[src/rtl/cios_result_collector.sv]
// Word-serial output stage of the CIOS Montgomery array: buffers T and T-N while
// loading, picks the reduced result once the top word and final borrow are known.
module cios_result_collector #(
  parameter int WIDTH  = 16,
  parameter int NWORDS = 8
) (
  input  logic             clk,
  input  logic             rst,
  input  logic             in_valid,
  output logic             in_ready,
  input  logic [WIDTH-1:0] in_t,
  input  logic [WIDTH-1:0] in_n,
  input  logic [WIDTH-1:0] in_top,
  input  logic             in_last,
  output logic             out_valid,
  input  logic             out_ready,
  output logic [WIDTH-1:0] out_word,
  output logic             out_last,
  output logic             sub_done,
  output logic             proto_err
);

  localparam int              IW       = $clog2(NWORDS);
  localparam logic [IW-1:0]   LAST_IDX = IW'(NWORDS - 1);
  localparam logic [IW-1:0]   IDX_ONE  = IW'(1);
  localparam logic [IW-1:0]   IDX_ZERO = IW'(0);

  typedef enum logic [1:0] {
    ST_LOAD   = 2'd0,
    ST_DECIDE = 2'd1,
    ST_EMIT   = 2'd2
  } state_e;

  // {borrow_out, difference} of a - b - bin, borrow_out lands in bit WIDTH
  function automatic logic [WIDTH:0] sub_word(input logic [WIDTH-1:0] a,
                                              input logic [WIDTH-1:0] b,
                                              input logic             bin);
    sub_word = {1'b0, a} - {1'b0, b} - {{WIDTH{1'b0}}, bin};
  endfunction

  state_e            state_q, state_d;
  logic [IW-1:0]     idx_q, idx_d;
  logic              borrow_q, borrow_d;
  logic              top_nz_q, top_nz_d;
  logic              fborrow_q, fborrow_d;
  logic              sel_q, sel_d;
  logic              proto_err_q, proto_err_d;
  logic              in_ready_q, in_ready_d;
  logic              out_valid_q, out_valid_d;
  logic [WIDTH-1:0]  out_word_q, out_word_d;
  logic              out_last_q, out_last_d;
  logic              sub_done_q, sub_done_d;

  logic [WIDTH-1:0]  tbuf_q [NWORDS];
  logic [WIDTH-1:0]  dbuf_q [NWORDS];

  logic              in_hs_s;
  logic              out_hs_s;
  logic              idx_last_s;
  logic [IW-1:0]     idx_nx_s;
  logic [WIDTH:0]    diff_s;
  logic [IW-1:0]     rd_idx_s;
  logic              rd_sel_s;
  logic              load_rd_s;

  assign in_hs_s    = in_valid & in_ready_q & (state_q == ST_LOAD);
  assign out_hs_s   = out_valid_q & out_ready;
  assign idx_last_s = (idx_q == LAST_IDX);
  assign idx_nx_s   = idx_q + IDX_ONE;
  assign diff_s     = sub_word(in_t, in_n, borrow_q);

  // Next-state and output-register logic for the LOAD/DECIDE/EMIT sequence
  always_comb begin
    state_d     = state_q;
    idx_d       = idx_q;
    borrow_d    = borrow_q;
    top_nz_d    = top_nz_q;
    fborrow_d   = fborrow_q;
    sel_d       = sel_q;
    proto_err_d = proto_err_q;
    in_ready_d  = in_ready_q;
    out_valid_d = out_valid_q;
    out_word_d  = out_word_q;
    out_last_d  = out_last_q;
    sub_done_d  = sub_done_q;
    rd_idx_s    = idx_q;
    rd_sel_s    = sel_q;
    load_rd_s   = 1'b0;

    case (state_q)
      ST_LOAD: begin
        if (in_hs_s) begin
          borrow_d = diff_s[WIDTH];
          if (in_last != idx_last_s) begin
            proto_err_d = 1'b1;
          end else begin
            proto_err_d = proto_err_q;
          end
          // The beat count, not in_last, ends the load phase
          if (idx_last_s) begin
            top_nz_d   = |in_top;
            fborrow_d  = diff_s[WIDTH];
            idx_d      = IDX_ZERO;
            in_ready_d = 1'b0;
            state_d    = ST_DECIDE;
          end else begin
            idx_d = idx_nx_s;
          end
        end else begin
          state_d = ST_LOAD;
        end
      end

      ST_DECIDE: begin
        sel_d       = top_nz_q | ~fborrow_q;
        rd_sel_s    = sel_d;
        rd_idx_s    = IDX_ZERO;
        load_rd_s   = 1'b1;
        out_valid_d = 1'b1;
        out_last_d  = (LAST_IDX == IDX_ZERO);
        sub_done_d  = sel_d;
        state_d     = ST_EMIT;
      end

      ST_EMIT: begin
        if (out_hs_s) begin
          if (idx_last_s) begin
            idx_d       = IDX_ZERO;
            borrow_d    = 1'b0;
            in_ready_d  = 1'b1;
            out_valid_d = 1'b0;
            out_word_d  = {WIDTH{1'b0}};
            out_last_d  = 1'b0;
            sub_done_d  = 1'b0;
            state_d     = ST_LOAD;
          end else begin
            idx_d      = idx_nx_s;
            rd_idx_s   = idx_nx_s;
            load_rd_s  = 1'b1;
            out_last_d = (idx_nx_s == LAST_IDX);
          end
        end else begin
          state_d = ST_EMIT;
        end
      end

      default: begin
        state_d     = ST_LOAD;
        idx_d       = IDX_ZERO;
        borrow_d    = 1'b0;
        in_ready_d  = 1'b1;
        out_valid_d = 1'b0;
        out_word_d  = {WIDTH{1'b0}};
        out_last_d  = 1'b0;
        sub_done_d  = 1'b0;
      end
    endcase

    if (load_rd_s) begin
      out_word_d = rd_sel_s ? dbuf_q[rd_idx_s] : tbuf_q[rd_idx_s];
    end else begin
      out_word_d = out_word_d;
    end
  end

  // Control and output registers with synchronous reset
  always_ff @(posedge clk) begin
    if (rst) begin
      state_q     <= ST_LOAD;
      idx_q       <= IDX_ZERO;
      borrow_q    <= 1'b0;
      top_nz_q    <= 1'b0;
      fborrow_q   <= 1'b0;
      sel_q       <= 1'b0;
      proto_err_q <= 1'b0;
      in_ready_q  <= 1'b1;
      out_valid_q <= 1'b0;
      out_word_q  <= {WIDTH{1'b0}};
      out_last_q  <= 1'b0;
      sub_done_q  <= 1'b0;
    end else begin
      state_q     <= state_d;
      idx_q       <= idx_d;
      borrow_q    <= borrow_d;
      top_nz_q    <= top_nz_d;
      fborrow_q   <= fborrow_d;
      sel_q       <= sel_d;
      proto_err_q <= proto_err_d;
      in_ready_q  <= in_ready_d;
      out_valid_q <= out_valid_d;
      out_word_q  <= out_word_d;
      out_last_q  <= out_last_d;
      sub_done_q  <= sub_done_d;
    end
  end

  // Raw and subtracted word buffers; contents only matter after a full load
  always_ff @(posedge clk) begin
    if (in_hs_s && !rst) begin
      tbuf_q[idx_q] <= in_t;
      dbuf_q[idx_q] <= diff_s[WIDTH-1:0];
    end
  end

  assign in_ready  = in_ready_q;
  assign out_valid = out_valid_q;
  assign out_word  = out_word_q;
  assign out_last  = out_last_q;
  assign sub_done  = sub_done_q;
  assign proto_err = proto_err_q;

endmodule

[config.mk]
export PLATFORM = sky130hd
export DESIGN_NAME = cios_result_collector
export DESIGN_NICKNAME = d
export VERILOG_FILES = /design/src/rtl/cios_result_collector.sv
export SDC_FILE = /design/constraint.sdc
export NUM_CORES = 1
export LEC_CHECK = 0
export ABC_AREA = 1
export CORE_ASPECT_RATIO = 1.5
export CORE_UTILIZATION = 55
export DETAILED_ROUTE_END_ITERATION = 6
export GPL_TIMING_DRIVEN = 0
export PLACE_DENSITY_LB_ADDON = 0.2
export SLEW_MARGIN = 20
export SYNTH_ARGS = -nofsm -noshare
export SYNTH_HDL_FRONTEND = slang
export SYNTH_SLANG_ARGS = --single-unit
[constraint.sdc]
create_clock -name clk -period 3.8 [get_ports clk]
set_input_delay 0.38 -clock clk [delete_from_list [all_inputs] [get_ports clk]]
set_output_delay 0.38 -clock clk [all_outputs]
set_load 0.005 [all_outputs]
==> results.py, run 1 <==
metrics = {
    "status": {
        "status": "completed",
    },
    "routing": {
        "viasPerCell": 5.78,
        "ant_nets": 0,
        "dr.first_iter.drc_count": 727,
        "via_count": 9423,
        "avgRoutedWirePerCell_microns": 20.8,
        "first_pass_iters": 5,
        "drt-total-wl_microns": 33900,
        "drc": 0,
    },
    "layout": {
        "nFillCells": 1797,
        "drive_gt1_frac": 0.0995,
        "fin_nets": 1391,
        "fin_area_sq_um": 15200,
        "final_cell_count_no_fill": 1631,
        "final_common_cell": "nand3_1",
        "layout_common_cells": "nand3_1 (372), edfxtp_1 (256), nand2_1 (197), inv_1 (96), clkdlybuf4s50_1 (72)",
        "syn_to_final_growth_pct": 16.9,
        "num_antenna_cells": 0,
    },
    "clock_network": {
        "cts-htree-levels": 1,
        "cts_tree": "yes",
        "insertion_delay_ns": 0.52,
        "path_clk_slew_ns": 0.07,
        "cts_setup_buffers": 0,
        "root_buffer": "clkbuf_16",
        "cts.path.max_buffers": 3,
        "clock_sinks": 286,
        "postCtsResizedCells": 0,
        "hold_buffers": 0,
        "numCtsBuffers": 25,
    },
    "place": {
        "dp_cells": 1586,
        "dpl_cell_area_sq_um": 14400,
        "pre_cts_slack_ns": -0.0746,
        "place_congestion": 0.952,
        "portBuffers": 72,
        "hpwlAfterDp_microns": 25200,
    },
    "power_and_ir_drop": {
        "p_leak_nw": 5.71,
        "power_density_nw_per_um2": 532,
        "peakVddDrop_mv": 0.332,
        "finalPower_w": 0.00810,
    },
    "worst_setup_path": {
        "crit_arrival_ns": 3.52,
        "end_kind": "register",
        "start_kind": "input port",
        "crit_type": "input port to register",
        "crit_path_max_fanout": 9,
        "required_ns": 4.00,
    },
    "synth": {
        "ys_async_sr_fraction": 0,
        "syn_inst": 1191,
        "yosys_warnings": 0,
        "syn_avg_cell_area_sq_um": 10.9,
        "synth-main-ff-cell": "edfxtp_1",
        "synth_nets": 1284,
        "ys_ff_latch": 286,
        "synthTopCellsByArea": "edfxtp_1 (59%), nand3_1 (14%), nand2_1 (5.7%), dfxtp_1 (4.6%), ha_1 (3.7%)",
        "synthDistinctLibCells": 36,
        "netlist_area_sq_um": 13000,
        "synth_top_cell_by_area": "edfxtp_1",
        "ys_seq_area_frac": 0.637,
        "netlist.area_leader.share": 0.591,
        "synth-edff-count": 256,
    },
    "flow_run": {
        "timing.max_cap.violations": 0,
    },
    "floorplan": {
        "start_util": 0.562,
        "num_io_pins": 74,
        "die_w_microns": 128,
        "die-area_sq_um": 24300,
        "die_h_microns": 190,
        "num_rows": 68,
        "coreArea_sq_um": 23100,
    },
    "sta": {
        "setup_viol": 0,
        "hold_viol_final": 0,
        "rsz0062_at_grt": "no",
        "slew_headroom": 0.441,
        "max_freq_ghz": 0.301,
        "fin_crit_sh": 0.873,
        "skew_ns": 0.0121,
        "finalSetupTns_ns": 0,
        "drv_slew": 0,
        "fin_ws_ns": 0.482,
        "fin_crit_ns": 3.32,
        "tightest_slew_ns": 0.835,
    },
    "grt": {
        "grt_pass1_wl_microns": 51400,
        "grt_pass1_vias": 9353,
        "gr-usage-all-layers": 0.291,
        "gr-total-overflow": 0,
        "antenna_found_initial": 0,
        "grt_max_degree": 26,
    },
    "hold_path": {
        "hp-class": "input port to register",
    },
}
cell type report:
class / count / area (sq um) / area share
Sequential cell: 286 / 8290 / 0.545
Multi-Input combinational cell: 739 / 3970 / 0.261
Timing Repair Buffer: 80 / 911 / 0.0599
Clock buffer: 32 / 724 / 0.0476
Buffer: 67 / 443 / 0.0291
Tap cell: 315 / 394 / 0.0259
Inverter: 99 / 372 / 0.0244
Clock inverter: 13 / 115 / 0.00756
worst paths after layout:
kind                                   from                   endpoint  slack (ns)  cells past startpoint
setup reg to reg      borrow_q$_SDFFE_PP0P_    dbuf_q[6][15]$_DFFE_PP_        0.76                     13
hold / removal                          rst      sub_done$_SDFFE_PP0P_        0.29                      2
setup / recovery                    in_t[0]    dbuf_q[6][15]$_DFFE_PP_        0.48                     13
hold reg to reg   out_word[13]$_SDFFE_PP0P_  out_word[13]$_SDFFE_PP0P_        0.47                      2
cells by family (layout without fill, tap and decap cells):
logic type                 after synthesis  in the layout  share of synthesized area
and+or+nand+nor                        617            617                      0.221
DFF                                    286            286                      0.637
buffers and inverters                  166            291                     0.0626
AOI/OAI and AO/OA                       66             66                     0.0296
adders and majority gates               40             40                     0.0396
xor gates and xnor gates                16             16                     0.0108
power breakdown:
part	total, W	internal, W	switching [W]
sequential	0.00371	0.00367	0.0000382
clock	0.00256	0.00148	0.00108
combinational	0.00184	0.000598	0.00124
cell usage after synthesis, types with 2 or more instances:
master and count:
a211oi_1 5, nor2_1 21, nand2_4 2, xnor2_1 2, a21oi_2 3, o21ai_0 11, nand4_1 3, clkbuf_1 6
a21oi_1 38, buf_2 36, dfxtp_1 30, inv_1 96, nor4_1 5, nand2_1 197, buf_6 12, edfxtp_1 256
a21o_1 4, fa_1 2, xor2_1 14, ha_1 38, nor3_1 4, nand3b_1 6, nand2_2 4, nand3_1 372
inv_2 2, buf_4 12
critical path, stage by stage:
cell,delay [ns]
clkdlybuf4s50_1,0.69
fa_1,0.73
inv_1,0.06
ha_1,0.17
o21ai_0,0.15
nand3_1,0.12
nand2_1,0.08
nand2_1,0.07
nand2_1,0.07
nand2_1,0.14
nand3_1,0.12
nand2_1,0.06
xor2_1,0.66
layer usage:
layer	GRT usage	wire length, microns	part of all wire
met3	0.0382	1970	0.058
met2	0.538	17900	0.53
met1	0.318	12100	0.36
met5	0	0	0
met4	0.165	1980	0.058
stage by stage:
stage | utilization | hold slack [ns]
after floorplan | - | 0.445
after global placement | 0.611 | 0.451
after detailed placement | 0.621 | 0.457
after CTS | 0.658 | 0.282
after global routing | 0.658 | 0.321
final | 0.658 | 0.288
flip-flops by register name, summed over array words and instances, names as in the netlist:
register,flops
borrow_q,1
dbuf_q,128
sub_done,1
top_nz_q,1
out_word,16
in_ready,1
fborrow_q,1
proto_err,1
out_valid,1
idx_q,3
out_last,1
state_q,2
tbuf_q,128
sel_q,1
No activity file was read; power rests on OpenSTA's default activity.
==> run 2: changes to the inputs <==
- CORE_UTILIZATION: 55 -> 60
- REMOVE_ABC_BUFFERS: default -> 1
==> run 2 against run 1 <==
Effect of this change: register-to-register slack worse by 0.58 ns; via count up 1.2%; flip-flop and latch count unchanged; critical endpoint is now out_word[14]$_SDFFE_PP0P_; setup slack worse by 0.30 ns; routed wire length down 4.1%; critical path type is now register to register; largest power group unchanged.
==> results.py, run 2 (same netlist as run 1, synthesis figures left out) <==
metrics = {
    "status": {
        "status": "completed",
    },
    "place": {
        "dpl_cell_area_sq_um": 14200,
        "place_congestion": 0.896,
        "pre_cts_slack_ns": 0.0199,
        "portBuffers": 73,
        "hpwlAfterDp_microns": 18400,
    },
    "sta": {
        "drv_slew": 0,
        "rsz0062_at_grt": "no",
        "hold_viol_final": 0,
        "skew_ns": 0.00944,
        "slew_headroom": 0.338,
        "fin_ws_ns": 0.181,
        "fin_crit_ns": 3.62,
        "max_freq_ghz": 0.276,
        "tightest_slew_ns": 0.991,
        "setup_viol": 0,
        "fin_crit_sh": 0.952,
    },
    "floorplan": {
        "start_util": 0.615,
        "coreArea_sq_um": 21100,
        "num_io_pins": 74,
        "die-area_sq_um": 22300,
        "die_w_microns": 122,
        "die_h_microns": 182,
        "num_rows": 65,
    },
    "clock_network": {
        "cts_tree": "yes",
        "insertion_delay_ns": 0.53,
        "cts.path.max_buffers": 3,
        "numCtsBuffers": 26,
        "root_buffer": "clkbuf_16",
        "clock_sinks": 286,
        "path_clk_slew_ns": 0.07,
        "cts-htree-levels": 1,
    },
    "layout": {
        "syn_to_final_growth_pct": 16.1,
        "seq_area_sq_um": 8290,
        "num_antenna_cells": 0,
        "drive_gt1_frac": 0.0664,
        "multi_input_area_sq_um": 4060,
        "final_common_cell": "nand3_1",
        "layout_common_cells": "nand3_1 (372), edfxtp_1 (256), nand2_1 (197), inv_1 (95), clkdlybuf4s50_1 (72)",
        "fin_area_sq_um": 15100,
        "fin_nets": 1339,
        "nFillCells": 1413,
    },
    "grt": {
        "antenna_found_initial": 0,
        "gr-usage-all-layers": 0.297,
        "grt_pass1_wl_microns": 49600,
        "grt_max_degree": 131,
        "grt_pass1_vias": 9270,
        "gr-total-overflow": 0,
    },
    "routing": {
        "viasPerCell": 6.22,
        "first_pass_iters": 5,
        "via_count": 9538,
        "drc": 0,
        "dr.first_iter.drc_count": 1071,
        "ant_nets": 0,
        "avgRoutedWirePerCell_microns": 21.2,
        "drt-total-wl_microns": 32500,
    },
    "power_and_ir_drop": {
        "peakVddDrop_mv": 0.445,
        "power_density_nw_per_um2": 532,
        "p_leak_nw": 5.61,
    },
    "worst_setup_path": {
        "timing.rr.start": "state_q[1]$_SDFFE_PP0P_",
        "required_ns": 4.26,
        "slowest_stage": "clkinv_1",
        "reg2reg_setup_slack_ns": 0.18,
        "end_kind": "register",
        "endpoint": "out_word[14]$_SDFFE_PP0P_",
        "crit_arrival_ns": 4.07,
        "start_kind": "register",
        "worstPathCellList": "inv_1 > ha_1 > inv_2 > a21oi_2 > a21oi_4 > clkinv_1 > nand3_1 > nand3_1 > nand2_1 > nand2_1 > a21oi_1",
        "startpoint": "state_q[1]$_SDFFE_PP0P_",
        "ff2ff_path_depth": 11,
        "crit_path_max_fanout": 19,
        "r2r_end": "out_word[14]$_SDFFE_PP0P_",
        "crit_type": "register to register",
        "cpPeakStageDelay_ns": 1.05,
    },
    "flow_run": {
        "timing.max_cap.violations": 0,
    },
    "hold_path": {
        "hp-class": "input port to register",
    },
}
## run 2: cell types whose count changed in the layout (fill, tap and decap cells not counted), sizes merged
cell | previous run | this run
buf | 69 | 20
bufinv | 2 | 3
clkbuf | 38 | 31
clkinv | 10 | 13
clkinvlp | 2 | 1
inv | 98 | 99
nand2 | 203 | 205
## run 2: worst max-delay path, delay by kind of cell (launching register included)
kind            cells  cell delay (ns)
fa+ha+maj           1             0.23
flops               1             0.35
buf+inv             3             1.31
simple gates        4             0.67
compound gates      3             0.98
## run 2: cell type report
class	count	area share
well taps	268	0.0222
flip-flops and latches	286	0.548
repair buffers	92	0.0792
multi-input cells	741	0.269
clock inverters	17	0.0104
inverters	99	0.0246
clock buffers	31	0.0464
## run 2: metrics by stage
stage	cells	power, W	setup TNS, ns	util	hold WS, ns
2_1_floorplan	1124	0.00479	-1.97	-	0.439
3_3_place_gp	1465	0.00528	-457.33	0.645	0.451
3_5_place_dp	1484	0.00542	0	0.673	0.454
4_1_cts	1533	0.00802	0	0.714	0.294
5_1_grt	1534	0.00836	0	0.715	0.305
6_report	1534	0.00804	0	0.715	0.304
## run 2: power by group
part	switching [W]	leakage, nW	internal, W
Clock	0.00111	0.421	0.00152
Sequential	0.0000394	2.55	0.00367
Combinational	0.00116	2.64	0.000543
Total	0.00231	5.61	0.00573
## run 2: routing by layer
layer  GRT usage  vias to the layer above  share of wire
met5           0                        -              0
met4       0.123                        0          0.034
met3      0.0359                       81          0.077
met2       0.510                      506           0.51
met1       0.378                     4612           0.38
li1            -                     4339              -
## run 2: worst min-delay path by stage
stage,startpoint,to,slack [ns],depth (start not counted)
floorplan,borrow_q$_SDFFE_PP0P_,borrow_q$_SDFFE_PP0P_,0.44,2
global placement,out_word[8]$_SDFFE_PP0P_,out_word[8]$_SDFFE_PP0P_,0.45,2
detailed placement,out_word[2]$_SDFFE_PP0P_,out_word[2]$_SDFFE_PP0P_,0.45,2
CTS,rst,out_word[12]$_SDFFE_PP0P_,0.29,2
global route,rst,out_word[14]$_SDFFE_PP0P_,0.31,2
finish,rst,out_word[12]$_SDFFE_PP0P_,0.30,2
## run 2: what timing repair did
item / CTS / global route
gates resized for setup: 0 / 1
endpoints found under the setup margin: 2 / 16
hold buffers: 0 / 0
buffers inserted: 0 / 0
cloned: 1 / 1
